==> src/rtl/mips_pkg.sv <==
// rtl/mips_pkg.sv - shared register-address types, forward selects and compare helpers
package mips_pkg;

  localparam int REG_W     = 5;
  localparam int DIV_CNT_W = 6;

  typedef logic [REG_W-1:0] reg_addr_t;

  localparam reg_addr_t REG_ZERO = '0;

  typedef enum logic [1:0] {
    FWD_RF  = 2'b00,
    FWD_WB  = 2'b01,
    FWD_MEM = 2'b10
  } fwd_sel_e;

  // $zero is hard-wired, so it never creates a dependence
  function automatic logic reg_hit(input reg_addr_t src, input reg_addr_t dst, input logic en);
    return en && (src != REG_ZERO) && (src == dst);
  endfunction

  function automatic fwd_sel_e fwd_sel(input reg_addr_t src,
                                       input reg_addr_t dest_m, input logic regwrite_m,
                                       input reg_addr_t dest_w, input logic regwrite_w);
    if (reg_hit(src, dest_m, regwrite_m)) return FWD_MEM;
    if (reg_hit(src, dest_w, regwrite_w)) return FWD_WB;
    return FWD_RF;
  endfunction

endpackage

==> src/rtl/hazard_unit_if.sv <==
// rtl/hazard_unit_if.sv - pipeline-to-hazard-unit signal bundle
interface hazard_unit_if;
  import mips_pkg::*;

  reg_addr_t  rs_d;
  reg_addr_t  rt_d;
  logic       branch_d;
  logic       hilo_read_d;
  logic       div_d;
  reg_addr_t  rs_e;
  reg_addr_t  rt_e;
  reg_addr_t  dest_e;
  logic       regwrite_e;
  logic       memtoreg_e;
  logic       div_start_e;

  logic [1:0] fwd_a_e;
  logic [1:0] fwd_b_e;
  logic       fwd_a_d;
  logic       fwd_b_d;
  logic       stall_f;
  logic       stall_d;
  logic       flush_e;
  logic       div_busy;

  modport master (
    output rs_d, rt_d, branch_d, hilo_read_d, div_d,
    output rs_e, rt_e, dest_e, regwrite_e, memtoreg_e, div_start_e,
    input  fwd_a_e, fwd_b_e, fwd_a_d, fwd_b_d, stall_f, stall_d, flush_e, div_busy
  );

  modport slave (
    input  rs_d, rt_d, branch_d, hilo_read_d, div_d,
    input  rs_e, rt_e, dest_e, regwrite_e, memtoreg_e, div_start_e,
    output fwd_a_e, fwd_b_e, fwd_a_d, fwd_b_d, stall_f, stall_d, flush_e, div_busy
  );

endinterface

==> src/rtl/div_busy_ctr.sv <==
// rtl/div_busy_ctr.sv - divider occupancy counter: loads on an idle start, counts down to zero
module div_busy_ctr
  import mips_pkg::*;
#(
  parameter int DIV_CYCLES = 32
) (
  input  logic clk,
  input  logic clr,
  input  logic start_i,
  output logic busy_o
);

  logic [DIV_CNT_W-1:0] cnt_q, cnt_d;

  // a start while busy is dropped rather than restarting the count
  always_comb begin
    cnt_d = cnt_q;
    if (cnt_q != '0) begin
      cnt_d = cnt_q - DIV_CNT_W'(1);
    end else if (start_i) begin
      cnt_d = DIV_CNT_W'(DIV_CYCLES);
    end
  end

  always_ff @(posedge clk or posedge clr) begin
    if (clr) begin
      cnt_q <= '0;
    end else begin
      cnt_q <= cnt_d;
    end
  end

  assign busy_o = (cnt_q != '0);

endmodule

==> src/rtl/hazard_unit.sv <==
// rtl/hazard_unit.sv - MIPS forwarding/stall/flush controller with shadow M/W destination state
// Define HAZARD_DIV_EN to include the divider busy counter and its hi/lo stall.
module hazard_unit
  import mips_pkg::*;
#(
  parameter int DIV_CYCLES = 32
) (
  input logic         clk,
  input logic         clr,
  hazard_unit_if.slave hz
);

  reg_addr_t dest_m_q, dest_w_q;
  logic      regwrite_m_q, memtoreg_m_q, regwrite_w_q;

  always_ff @(posedge clk or posedge clr) begin
    if (clr) begin
      dest_m_q     <= REG_ZERO;
      regwrite_m_q <= 1'b0;
      memtoreg_m_q <= 1'b0;
      dest_w_q     <= REG_ZERO;
      regwrite_w_q <= 1'b0;
    end else begin
      dest_m_q     <= hz.dest_e;
      regwrite_m_q <= hz.regwrite_e;
      memtoreg_m_q <= hz.memtoreg_e;
      dest_w_q     <= dest_m_q;
      regwrite_w_q <= regwrite_m_q;
    end
  end

  logic div_busy;
  logic divstall;

`ifdef HAZARD_DIV_EN
  div_busy_ctr #(
    .DIV_CYCLES (DIV_CYCLES)
  ) u_div_busy_ctr (
    .clk     (clk),
    .clr     (clr),
    .start_i (hz.div_start_e),
    .busy_o  (div_busy)
  );

  assign divstall = div_busy && (hz.hilo_read_d || hz.div_d);
`else
  logic unused_div_ok;
  assign unused_div_ok = (^{hz.div_start_e, hz.div_d, hz.hilo_read_d}) ^ (DIV_CYCLES == 0);
  assign div_busy      = 1'b0;
  assign divstall      = 1'b0;
`endif

  logic lwstall, brstall, stall;

  assign lwstall = hz.memtoreg_e &&
                   (reg_hit(hz.rs_d, hz.dest_e, 1'b1) || reg_hit(hz.rt_d, hz.dest_e, 1'b1));

  // a decode-stage branch cannot take a value still in the ALU or a load still in memory
  assign brstall = hz.branch_d &&
                   (reg_hit(hz.rs_d, hz.dest_e, hz.regwrite_e) ||
                    reg_hit(hz.rt_d, hz.dest_e, hz.regwrite_e) ||
                    reg_hit(hz.rs_d, dest_m_q, memtoreg_m_q)   ||
                    reg_hit(hz.rt_d, dest_m_q, memtoreg_m_q));

  assign stall = lwstall || brstall || divstall;

  // every output is held low while clr is asserted, even if inputs would stall
  always_comb begin
    hz.fwd_a_e  = FWD_RF;
    hz.fwd_b_e  = FWD_RF;
    hz.fwd_a_d  = 1'b0;
    hz.fwd_b_d  = 1'b0;
    hz.stall_f  = 1'b0;
    hz.stall_d  = 1'b0;
    hz.flush_e  = 1'b0;
    hz.div_busy = 1'b0;
    if (!clr) begin
      hz.fwd_a_e  = fwd_sel(hz.rs_e, dest_m_q, regwrite_m_q, dest_w_q, regwrite_w_q);
      hz.fwd_b_e  = fwd_sel(hz.rt_e, dest_m_q, regwrite_m_q, dest_w_q, regwrite_w_q);
      hz.fwd_a_d  = reg_hit(hz.rs_d, dest_m_q, regwrite_m_q);
      hz.fwd_b_d  = reg_hit(hz.rt_d, dest_m_q, regwrite_m_q);
      hz.stall_f  = stall;
      hz.stall_d  = stall;
      hz.flush_e  = stall;
      hz.div_busy = div_busy;
    end
  end

endmodule

==> src/flat_wrapper.sv <==
// flat-port wrapper written by rule: the top's interface ports become plain ports
module hazard_unit_flat import mips_pkg::*;
#(
  parameter int DIV_CYCLES = 32
)
  (clk, clr, hz_rs_d, hz_rt_d, hz_branch_d, hz_hilo_read_d, hz_div_d, hz_rs_e, hz_rt_e, hz_dest_e, hz_regwrite_e, hz_memtoreg_e, hz_div_start_e, hz_fwd_a_e, hz_fwd_b_e, hz_fwd_a_d, hz_fwd_b_d, hz_stall_f, hz_stall_d, hz_flush_e, hz_div_busy);
  hazard_unit_if hz_i ();
  input logic clk;
  input logic clr;
  input wire logic [$bits(hz_i.rs_d)-1:0] hz_rs_d;
  input wire logic [$bits(hz_i.rt_d)-1:0] hz_rt_d;
  input wire logic [$bits(hz_i.branch_d)-1:0] hz_branch_d;
  input wire logic [$bits(hz_i.hilo_read_d)-1:0] hz_hilo_read_d;
  input wire logic [$bits(hz_i.div_d)-1:0] hz_div_d;
  input wire logic [$bits(hz_i.rs_e)-1:0] hz_rs_e;
  input wire logic [$bits(hz_i.rt_e)-1:0] hz_rt_e;
  input wire logic [$bits(hz_i.dest_e)-1:0] hz_dest_e;
  input wire logic [$bits(hz_i.regwrite_e)-1:0] hz_regwrite_e;
  input wire logic [$bits(hz_i.memtoreg_e)-1:0] hz_memtoreg_e;
  input wire logic [$bits(hz_i.div_start_e)-1:0] hz_div_start_e;
  output wire logic [$bits(hz_i.fwd_a_e)-1:0] hz_fwd_a_e;
  output wire logic [$bits(hz_i.fwd_b_e)-1:0] hz_fwd_b_e;
  output wire logic [$bits(hz_i.fwd_a_d)-1:0] hz_fwd_a_d;
  output wire logic [$bits(hz_i.fwd_b_d)-1:0] hz_fwd_b_d;
  output wire logic [$bits(hz_i.stall_f)-1:0] hz_stall_f;
  output wire logic [$bits(hz_i.stall_d)-1:0] hz_stall_d;
  output wire logic [$bits(hz_i.flush_e)-1:0] hz_flush_e;
  output wire logic [$bits(hz_i.div_busy)-1:0] hz_div_busy;
  assign hz_i.rs_d = hz_rs_d;
  assign hz_i.rt_d = hz_rt_d;
  assign hz_i.branch_d = hz_branch_d;
  assign hz_i.hilo_read_d = hz_hilo_read_d;
  assign hz_i.div_d = hz_div_d;
  assign hz_i.rs_e = hz_rs_e;
  assign hz_i.rt_e = hz_rt_e;
  assign hz_i.dest_e = hz_dest_e;
  assign hz_i.regwrite_e = hz_regwrite_e;
  assign hz_i.memtoreg_e = hz_memtoreg_e;
  assign hz_i.div_start_e = hz_div_start_e;
  assign hz_fwd_a_e = hz_i.fwd_a_e;
  assign hz_fwd_b_e = hz_i.fwd_b_e;
  assign hz_fwd_a_d = hz_i.fwd_a_d;
  assign hz_fwd_b_d = hz_i.fwd_b_d;
  assign hz_stall_f = hz_i.stall_f;
  assign hz_stall_d = hz_i.stall_d;
  assign hz_flush_e = hz_i.flush_e;
  assign hz_div_busy = hz_i.div_busy;
  hazard_unit #(.DIV_CYCLES(DIV_CYCLES)) u_core (.clk(clk), .clr(clr), .hz(hz_i));
endmodule
==> config.mk <==
export PLATFORM = sky130hd
export DESIGN_NAME = hazard_unit_flat
export DESIGN_NICKNAME = d
export VERILOG_FILES = /design/src/rtl/mips_pkg.sv /design/src/rtl/hazard_unit_if.sv /design/src/rtl/div_busy_ctr.sv /design/src/rtl/hazard_unit.sv /design/src/flat_wrapper.sv
export SDC_FILE = /design/constraint.sdc
export NUM_CORES = 1
export LEC_CHECK = 0
export CORE_ASPECT_RATIO = 0.5
export CORE_MARGIN = 5
export CORE_UTILIZATION = 25
export CTS_BUF_LIST = sky130_fd_sc_hd__clkbuf_4 sky130_fd_sc_hd__clkbuf_8 sky130_fd_sc_hd__clkbuf_16
export DETAILED_ROUTE_END_ITERATION = 8
export GPL_TIMING_DRIVEN = 0
export SYNTH_ARGS = -nofsm -noshare
export SYNTH_HDL_FRONTEND = slang
export SYNTH_SLANG_ARGS = --single-unit
==> constraint.sdc <==
create_clock -name clk -period 2.2 [get_ports clk]
set_input_delay 0.33 -clock clk [delete_from_list [all_inputs] [get_ports clk]]
set_output_delay 0.33 -clock clk [all_outputs]
set_load 0.01 [all_outputs]
==> results of run 1 <==
==> cells in the mapped netlist <==
library cell / instances
sky130_fd_sc_hd__or4_1: 1
sky130_fd_sc_hd__clkbuf_1: 2
sky130_fd_sc_hd__nor3_1: 2
sky130_fd_sc_hd__nand2_1: 4
sky130_fd_sc_hd__a21oi_1: 1
sky130_fd_sc_hd__dfrtp_1: 13
sky130_fd_sc_hd__and4_1: 1
sky130_fd_sc_hd__or4_4: 2
sky130_fd_sc_hd__nor2_1: 3
sky130_fd_sc_hd__nand3_1: 3
sky130_fd_sc_hd__nor2b_1: 1
sky130_fd_sc_hd__and3_1: 1
sky130_fd_sc_hd__inv_1: 1
sky130_fd_sc_hd__a31oi_1: 2
sky130_fd_sc_hd__nor4_2: 4
sky130_fd_sc_hd__xnor2_1: 27
sky130_fd_sc_hd__nor4bb_1: 1
sky130_fd_sc_hd__nand4_1: 4
sky130_fd_sc_hd__nor4_1: 2
sky130_fd_sc_hd__xor2_1: 13
sky130_fd_sc_hd__o32ai_1: 1
sky130_fd_sc_hd__and2_1: 2
sky130_fd_sc_hd__conb_1: 1
sky130_fd_sc_hd__buf_4: 3
sky130_fd_sc_hd__nor2_4: 2
==> flip-flops by register name (all words and copies together), names as in the netlist <==
register / flops
u_core.regwrite_m_q: 1
u_core.memtoreg_m_q: 1
u_core.regwrite_w_q: 1
u_core.dest_w_q: 5
u_core.dest_m_q: 5
==> power groups by stage <==
stage | clock (mW) | combinational [mW] | sequential, mW
6_report | 0.210 | 0.183 | 0.270
5_1_grt | 0.228 | 0.200 | 0.271
4_1_cts | 0.214 | 0.175 | 0.271
3_5_place_dp | 0 | 0.183 | 0.270
3_3_place_gp | 0 | 0.181 | 0.270
2_1_floorplan | 0 | 0.0916 | 0.265
==> layout make-up <==
cell class / instances / area, um2 / area share (%)
clock inverters: 1 / 5.00 / 0.329
well taps: 54 / 67.6 / 4.44
inverters: 1 / 7.51 / 0.493
flip-flops and latches: 13 / 332 / 21.8
repair buffers: 46 / 387 / 25.4
clock buffers: 3 / 41.3 / 2.71
multi-input cells: 78 / 661 / 43.4
plain buffers: 3 / 22.5 / 1.48
==> kinds of logic after synthesis <==
kind of cell | count (synthesis)
other cells | 1
xor+xnor | 40
compound gates | 4
simple gates | 33
flops | 13
buf+inv | 6
==> critical path: stages <==
cell and delay, ns:
sky130_fd_sc_hd__clkdlybuf4s50_1 0.47, sky130_fd_sc_hd__xor2_1 0.18, sky130_fd_sc_hd__nor2_1 0.10, sky130_fd_sc_hd__a31oi_1 0.11
sky130_fd_sc_hd__o32ai_2 0.34, sky130_fd_sc_hd__buf_4 0.18, sky130_fd_sc_hd__buf_6 0.09
==> stage by stage <==
| step | std cells | setup slack (ns) | setup TNS [ns] |
|---|---|---|---|
| 4_1_cts | 194 | -0.0129 | -0.0129 |
| 6_report | 199 | 0.0699 | 0 |
| 5_1_grt | 199 | 0.00500 | 0 |
| 3_5_place_dp | 189 | -0.763 | -4.47 |
| 2_1_floorplan | 97 | 0.327 | 0 |
| 3_3_place_gp | 189 | -0.733 | -4.38 |
==> layer usage <==
| layer | vias to the layer above | track usage (%) | routed length (um) |
|---|---|---|---|
| met3 | 2 | 2.85 | 79 |
| met1 | 428 | 11.2 | 1120 |
| met5 | - | 0 | 0 |
| met2 | 12 | 17.8 | 1380 |
| met4 | 0 | 4.31 | 27 |
| li1 | 425 | - | - |
==> path summary, 6_finish.rpt <==
path / end / slack [ns] / start / cells after the start
min in group asynchronous: u_core.dest_m_q[1]$_DFF_PP0_ / 0.60 / clr / 3
max: hz_stall_f / 0.07 / hz_rs_d[2] / 7
min reg2reg: u_core.dest_w_q[3]$_DFF_PP0_ / 0.45 / u_core.dest_m_q[3]$_DFF_PP0_ / 0
max reg2reg: u_core.dest_w_q[1]$_DFF_PP0_ / 1.59 / u_core.dest_m_q[1]$_DFF_PP0_ / 0
min: u_core.dest_m_q[2]$_DFF_PP0_ / 0.42 / hz_dest_e[2] / 1
max in group asynchronous: u_core.dest_m_q[4]$_DFF_PP0_ / 1.28 / clr / 4
==> what timing repair did <==
action	CTS	global route
endpoints found under the setup margin	9	6
pin swaps	3	8
setup buffers	3	5
gates resized for setup	58	14
==> results, run 1 <==
- The post-synthesis to final-layout area growth is 56.2%.
- The region available for standard cell placement spans 3820 um2.
- The path class of the tightest hold or removal check is in2reg.
- The maximum root-to-sink buffer count is 2.
- The total congestion overflow is 0.
- The post-route antenna net violation count is 0.
- In this run switching power makes up 27.8% of total power.
- Pin placement for this block handled 43 I/O pins.
- After routing the design area is 1520 um2.
- Summing the areas of all and, or, nand and nor instances in the mapped netlist gives 24.1% of the synthesized area.
- The flow ran to the end, and the final reports show no timing, DRC or antenna violations.
- The initial antenna violation count is 0.
- The first-iteration detailed-routing DRC count is 18.
- In the final routed layout, each cell accounts on average for 13.1 um.
- The die covers 5320 um2.
- STA classifies the critical path startpoint as a primary input.
- Dividing the detail-routed via count by the number of cells gives 4.36.
- The aggregate routed wire length is 2610 um.
- The analysis attributes to net switching a power of 0.184 mW.
- The post-synthesis net count is 130.
- Of the total power, the clock network draws 31.6%.
- For this run, the share of the core covered by cells in the final layout is 39.8%.
- The chip width is 98.3 um.
- The number of global-route vias before repair is 885.
- In the routed design, unresolved DRC markers number 0.
- The class of the most critical setup path is in2out.
- The number of distinct library cell variants in the gate-level netlist after synthesis is 25.
- Setup repair after global routing left no endpoint under its margin.
- The placed instance area is 1420 um2.
- The library cell used most frequently in the layout, excluding fill and tap cells, is sky130_fd_sc_hd__xnor2_1.
- The data required time at the worst endpoint is 1.87 ns.
- The share of total power dissipated in combinational logic is 27.7%.
- The routed layout has 867 vias.
- The sequential share of power is 40.7%.
- The biggest area contributor in the post-synthesis netlist is sky130_fd_sc_hd__dfrtp_1.
- The design draws 0.663 mW.
- The number of antenna diodes in the final layout is 0.
- The post-route clock period utilization is 96.8%.
- In the post-synthesis netlist, the biggest area contributors are sky130_fd_sc_hd__dfrtp_1 (33%), sky130_fd_sc_hd__xnor2_1 (24%), sky130_fd_sc_hd__xor2_1 (12%).
- The final number of max-transition violations is 0.
- The sequential fraction of the synthesis area is 33.4%.
- The final weighted congestion of routability-driven global placement is 0.803.
- Along the worst path, the maximum fanout reaches 3.
- The count of endpoints failing setup in the final report is 0.
- Leaving out fill and tap cells, the most frequent cells in the layout are sky130_fd_sc_hd__xnor2_1 (27), sky130_fd_sc_hd__dlygate4sd2_1 (19), sky130_fd_sc_hd__xor2_1 (13), sky130_fd_sc_hd__buf_4 (12), sky130_fd_sc_hd__dfrtp_1 (8).
- The total number of H-tree levels is 1.
- The count of synthesis-stage warnings from yosys is 0.
- The proportion of netlist area held by the largest area contributor is 33.4%.
- The count of buffers added on input and output ports is 38.
- The chip height is 54.2 um.
- The number of standard cells after synthesis is 97.
- The kind of end point of the critical path is an output pin.
- Across every metal layer, demand over resource in global routing totals 9.85%.
- The power per unit of standard cell area is 435 nW/um2.
- The net total in the final layout is 179.
- The proportion of synthesized area in mux cells is 0%.
- The worst hold-check slack is 0.423 ns.
- The initial core utilization is 25.5%.
- Across the run, the number of max-cap violations was 0.
- Entering global routing, the biggest net connects 10 pins.
- The highest ir drop seen on vdd is 0.146 mV.
- The internal power of the cells totals 0.478 mW.
- The total of fill cells in the finished design is 378.
- The worst endpoint data arrival time is 1.80 ns.
- The clock period could shrink to 2.13 ns.
- Clock-pin slew was measured on the worst setup and hold paths at 0.06 ns.
- The number of failing hold endpoints at the final stage is 0.
- The arithmetic-cell share of the synthesized area counting full adders, half adders and majority gates is 0%.
- TritonCTS built the clock tree.
- The first detailed-routing pass ran for 2 iterations.
- TritonCTS created 3 clock buffers.
- The first global-routing pass estimated 4020 um of wire.
- Synthesis inferred 13 register bits.
- Of the total synthesized cell area, the portion taken by XOR and XNOR cells is 35.9%.
- After synthesis the cells add up to 975 um2.
- The main combinational cell family by area after synthesis is XOR/XNOR gates.
- The latest clock arrival within the worst-skew pair is 0.24 ns.
- The fmax is 0.469 GHz.
- The total half-perimeter wirelength after legalization and detailed placement is 2080 um.
- The average instance in the mapped netlist occupies 10.0 um2.
- The floorplan has 16 rows.
- The cts-stage hold buffer count is 0.
- Between clock sinks in the finished design, the worst skew comes to 0.000303 ns.
- CTS placed an instance of sky130_fd_sc_hd__clkbuf_8 at the clock tree root.
- The analysis attributes to cell leakage a power of 0.615 nW.
- The post-synthesis compound-gate area fraction is 2.70%.
- In the final layout, the share of cells above drive strength 1 is 31.0%.
- The count of clock tree sinks is 13.
(Power assumes the default switching activity.)
==> inputs of run 2 (changes only) <==
--- a/config.mk
+++ b/config.mk
@@ -11,6 +11,8 @@
 export CTS_BUF_LIST = sky130_fd_sc_hd__clkbuf_4 sky130_fd_sc_hd__clkbuf_8 sky130_fd_sc_hd__clkbuf_16
 export DETAILED_ROUTE_END_ITERATION = 8
 export GPL_TIMING_DRIVEN = 0
+export MAX_ROUTING_LAYER = met4
 export SYNTH_ARGS = -nofsm -noshare
 export SYNTH_HDL_FRONTEND = slang
+export SYNTH_HIERARCHICAL = 1
 export SYNTH_SLANG_ARGS = --single-unit
==> run 2 against run 1 <==
Clock skew grew 0.0014 ns; largest power group unchanged; sequential share of layout area grew 0.20 points; core utilization shrank 0.36 points; via count shrank 3.2%; synthesized area is the same; highest routed layer unchanged; die area is the same; synthesized cell count is the same; total power shrank 0.90%.
==> results, run 2 <==
- The flow ran to the end, and the final reports show no timing, DRC or antenna violations.
- The total of fill cells in the finished design is 391 (+3.4%).
- In this design, the critical path's most frequently occurring cell is sky130_fd_sc_hd__buf_2.
- Leaving out fill and tap cells, the most frequent cells in the layout are sky130_fd_sc_hd__xnor2_1 (27), sky130_fd_sc_hd__dlygate4sd2_1 (18), sky130_fd_sc_hd__xor2_1 (13), sky130_fd_sc_hd__dfrtp_1 (8), sky130_fd_sc_hd__buf_2 (7).
- The placed instance area came to 1420 um2 (unchanged).
- The number of distinct library cell variants in the gate-level netlist after synthesis is 25 (unchanged).
- The number of diodes is 0 (unchanged).
- Walking the worst path, the cells encountered are buf_2, or4_4, nor2_4, nor4_2, a31oi_2, o32ai_2, buf_4, buf_2.
- The startpoint type of the worst setup path is a primary input.
- The maximum root-to-sink buffer count is 2 (unchanged).
- The data required time at the worst endpoint is 1.87 ns (about the same).
- The highest layer touched by signal routing is met4.
- The clock tree from TritonCTS is done.
- In the post-synthesis netlist, the biggest area contributors are sky130_fd_sc_hd__dfrtp_1 (33%), sky130_fd_sc_hd__xnor2_1 (24%), sky130_fd_sc_hd__xor2_1 (12%).
- The combined area of the multi-input logic cells is 687 um2 (+4.0%).
- The cell at the root of the clock tree is sky130_fd_sc_hd__clkbuf_8.
- The highest fanout seen on the critical path is 3 (unchanged).
- The first-pass detailed-route iteration total is 4 (+2).
- The count of endpoints failing setup in the final report is 0 (unchanged).
- The DRC violations left is 0 (unchanged).
- The cell total after placement is 189 (unchanged).
- The share of final-layout standard cells stronger than drive strength 1 is 29.5% (-1.5 points).
- The initial antenna violation count is 0 (unchanged).
- The kind of end point of the critical path is an output pin.
- The initial core utilization is 25.5% (unchanged).
- The latest clock arrival within the worst-skew pair is 0.24 ns (about the same).
- The total congestion overflow is 0 (unchanged).
- The net total in the final layout is 173 (-3.4%).
- The number of failing hold endpoints at the final stage came to 0 (unchanged).
- The aggregate routed wire length came to 2550 um (-2.2%).
- The number of primary I/O pins is 43 (unchanged).
- The total core area is 3820 um2 (unchanged).
- The main flop type after synthesis is sky130_fd_sc_hd__dfrtp_1.
- The setup TNS after final layout was 0 ns (unchanged).
- The wire length per cell after detailed routing is 13.2 um (+0.82%).
- The final number of max-transition violations was 0 (unchanged).
- The overall via count from detail_route is 839 (-3.2%).
- The count of synthesis-stage warnings from yosys came to 6 (+6).
- Setup repair after global routing could not meet its margin everywhere.
- The clock edge transition at the registers on the reported setup and hold paths is 0.05 ns (about the same).
- The critical path capture point is hz_stall_f.
- The post-route minimum period is 2.16 ns (+0.0249 ns).
- The chip width came to 98.3 um (unchanged).
- The average size of a mapped cell is 10.0 um2 (unchanged).
- The reg-to-reg setup timing slack is 1.59 ns (about the same).
- The number of synthesized flops with an enable pin is 0 (unchanged).
- The post-synthesis net count was 130 (unchanged).
- The post-route antenna net violation count is 0 (unchanged).
- The final weighted congestion of routability-driven global placement is 0.851 (+5.9%).
- The delay of the slowest critical-path stage was 0.54 ns (+0.07 ns).
- The leading cell type in the layout, fill and taps excluded is sky130_fd_sc_hd__xnor2_1.
- The highest ir drop seen on vdd is 0.178 mV (+22%).
- The largest total area in the synthesized netlist belongs to sky130_fd_sc_hd__dfrtp_1.
- The max-cap check violation count is 0 (unchanged).
- The number of storage elements in the synthesis netlist is 13 (unchanged).
- The global-route wire length before repair is 4080 um (+1.5%).
- The count of clock tree sinks was 13 (unchanged).
- The cts-stage hold buffer count is 0 (unchanged).
- The detailed route wirelength on metal2 is 1370 um (-0.58%).
- By instance count, the leading cell after synthesis is sky130_fd_sc_hd__xnor2_1.
- The post-route standard cell area excluding fillers is 1510 um2 (-0.90%).
- The number of global-route vias before repair is 869 (-1.8%).
- The placement row count came to 16 (unchanged).
- The fmax is 0.464 GHz (-1.2%).
- The post-route clock period utilization is 98.0% (+1.1 points).
- The number of standard cells after synthesis is 97 (unchanged).
- The storage element area is 332 um2 (unchanged).
- The async set or reset register ratio after synthesis is 100% (unchanged).
- The total half-perimeter wirelength after legalization and detailed placement is 2110 um (+1.5%).
- Ranked by instance count, the synthesized netlist is headed by sky130_fd_sc_hd__xnor2_1 (27), sky130_fd_sc_hd__dfrtp_1 (13), sky130_fd_sc_hd__xor2_1 (13).
- The power consumption is 0.657 mW (-0.90%).
- The power per unit of standard cell area was 435 nW/um2 (about the same).
- In this run the worst setup path begins at hz_rs_d[4].
- The number of clock buffers inserted by TritonCTS is 3 (unchanged).
- The first-iteration detailed-routing DRC count is 10 (-8).
- The terminus of the critical flop-to-flop path is u_core/dest_w_q[3]$_DFF_PP0_.
- The area of the die is 5320 um2 (unchanged).
- The routed length on met3 is 35 um (-56%).
- The routed length on met1 came to 1120 um (-0.44%).
- The largest registers in the layout are u_core/dest_m_q (5), u_core/dest_w_q (5).
- The chip height is 54.2 um (unchanged).
- The routed via count divided by cell count was 4.35 (-0.22%).
- The largest net degree at the start of global routing is 13 (+3).
- The sequential fraction of the synthesis area is 33.4% (unchanged).
- The kind of path behind the tightest hold check is in2reg.
- The worst endpoint data arrival time came to 1.83 ns (+0.03 ns).
- The class of the most critical setup path is in2out.
- The global router's overall resource usage is 10.2% (+0.37 points).
- The static power due to leakage is 0.617 nW (+0.36%).
- The area growth from synthesis to layout is 54.8%.
- The setup skew after layout was 0.00169 ns (+0.00139 ns).
- The number of port buffers is 38 (unchanged).
- The worst hold-check slack came to 0.406 ns (-0.0170 ns).
- The proportion of netlist area held by the largest area contributor was 33.4% (unchanged).
- The final cell count without fillers is 193 (-3.0%).
- The cell area after synthesis came to 975 um2 (unchanged).
- On the critical path, the stage with the largest delay is an instance of sky130_fd_sc_hd__or4_4.
- The total number of H-tree levels is 1 (unchanged).
- The worst register-to-register path begins at u_core/dest_m_q[3]$_DFF_PP0_.
- The number of cell instances on the worst register-to-register path is 0 (unchanged).
[run 2: cell types whose count changed in the layout (fill, tap and decap cells not counted), moves of 3 or more]
cell / delta
sky130_fd_sc_hd__buf_2: +4
sky130_fd_sc_hd__buf_4: -7
sky130_fd_sc_hd__clkbuf_2: -3
sky130_fd_sc_hd__dlymetal6s2s_1: +3
[run 2: final cells by class]
class | count | share of cell area [%]
clock inverters | 1 | 0.332
clock buffers | 3 | 2.74
flip-flops and latches | 13 | 22.0
repair buffers | 40 | 23.0
plain buffers | 3 | 1.49
well taps | 54 | 4.48
inverters | 1 | 0.498
multi-input cells | 78 | 45.5
[run 2: worst min path at each step]
| stage | to | cells past startpoint | start |
|---|---|---|---|
| global route | u_core/dest_m_q[2]$_DFF_PP0_ | 1 | hz_dest_e[2] |
| detailed placement | u_core/dest_w_q[4]$_DFF_PP0_ | 0 | u_core/dest_m_q[4]$_DFF_PP0_ |
| finish | u_core/dest_m_q[2]$_DFF_PP0_ | 1 | hz_dest_e[2] |
| global placement | u_core/dest_w_q[4]$_DFF_PP0_ | 0 | u_core/dest_m_q[4]$_DFF_PP0_ |
| floorplan | u_core/dest_m_q[0]$_DFF_PP0_ | 1 | clr |
| CTS | u_core/dest_m_q[2]$_DFF_PP0_ | 1 | hz_dest_e[2] |
[run 2: cell families after synthesis]
group / synth area share [%]
compound gates: 2.70
xor+xnor: 35.9
buf+inv: 3.47
flops: 33.4
other cells: 0.385
simple gates: 24.1
[run 2: through the flow]
stage | worst slack, ns | util [%]
5_1_grt | 0.000403 | 39.5
6_report | 0.0450 | 39.5
3_5_place_dp | -0.755 | 37.2
2_1_floorplan | 0.327 | -
4_1_cts | 0.00325 | 38.2
3_3_place_gp | -0.756 | 37.2
[run 2: repair_timing]
item                                    in CTS  in global routing
gates resized for setup                     62                 13
buffers inserted                             2                  0
endpoints found under the setup margin       9                  6
pin swaps                                    5                  5
cloned                                       0                  0
[run 2: layer usage]
metal	vias to the layer above	GRT usage [%]
met4	0	4.08
met1	408	11.8
met5	-	-
met2	11	18.1
met3	2	1.94
li1	418	-
[run 2: worst max-delay path, delay by kind of cell]
kind | cells | cell delay (ns)
compound gates | 2 | 0.31
buf+inv | 3 | 0.39
simple gates | 3 | 0.78
[run 2: power by group]
part | internal, mW | switching [mW] | total [mW] | leakage, nW
clock network | 0.125 | 0.0816 | 0.206 | 0.0255
registers | 0.252 | 0.0176 | 0.270 | 0.147
logic | 0.0951 | 0.0849 | 0.180 | 0.445
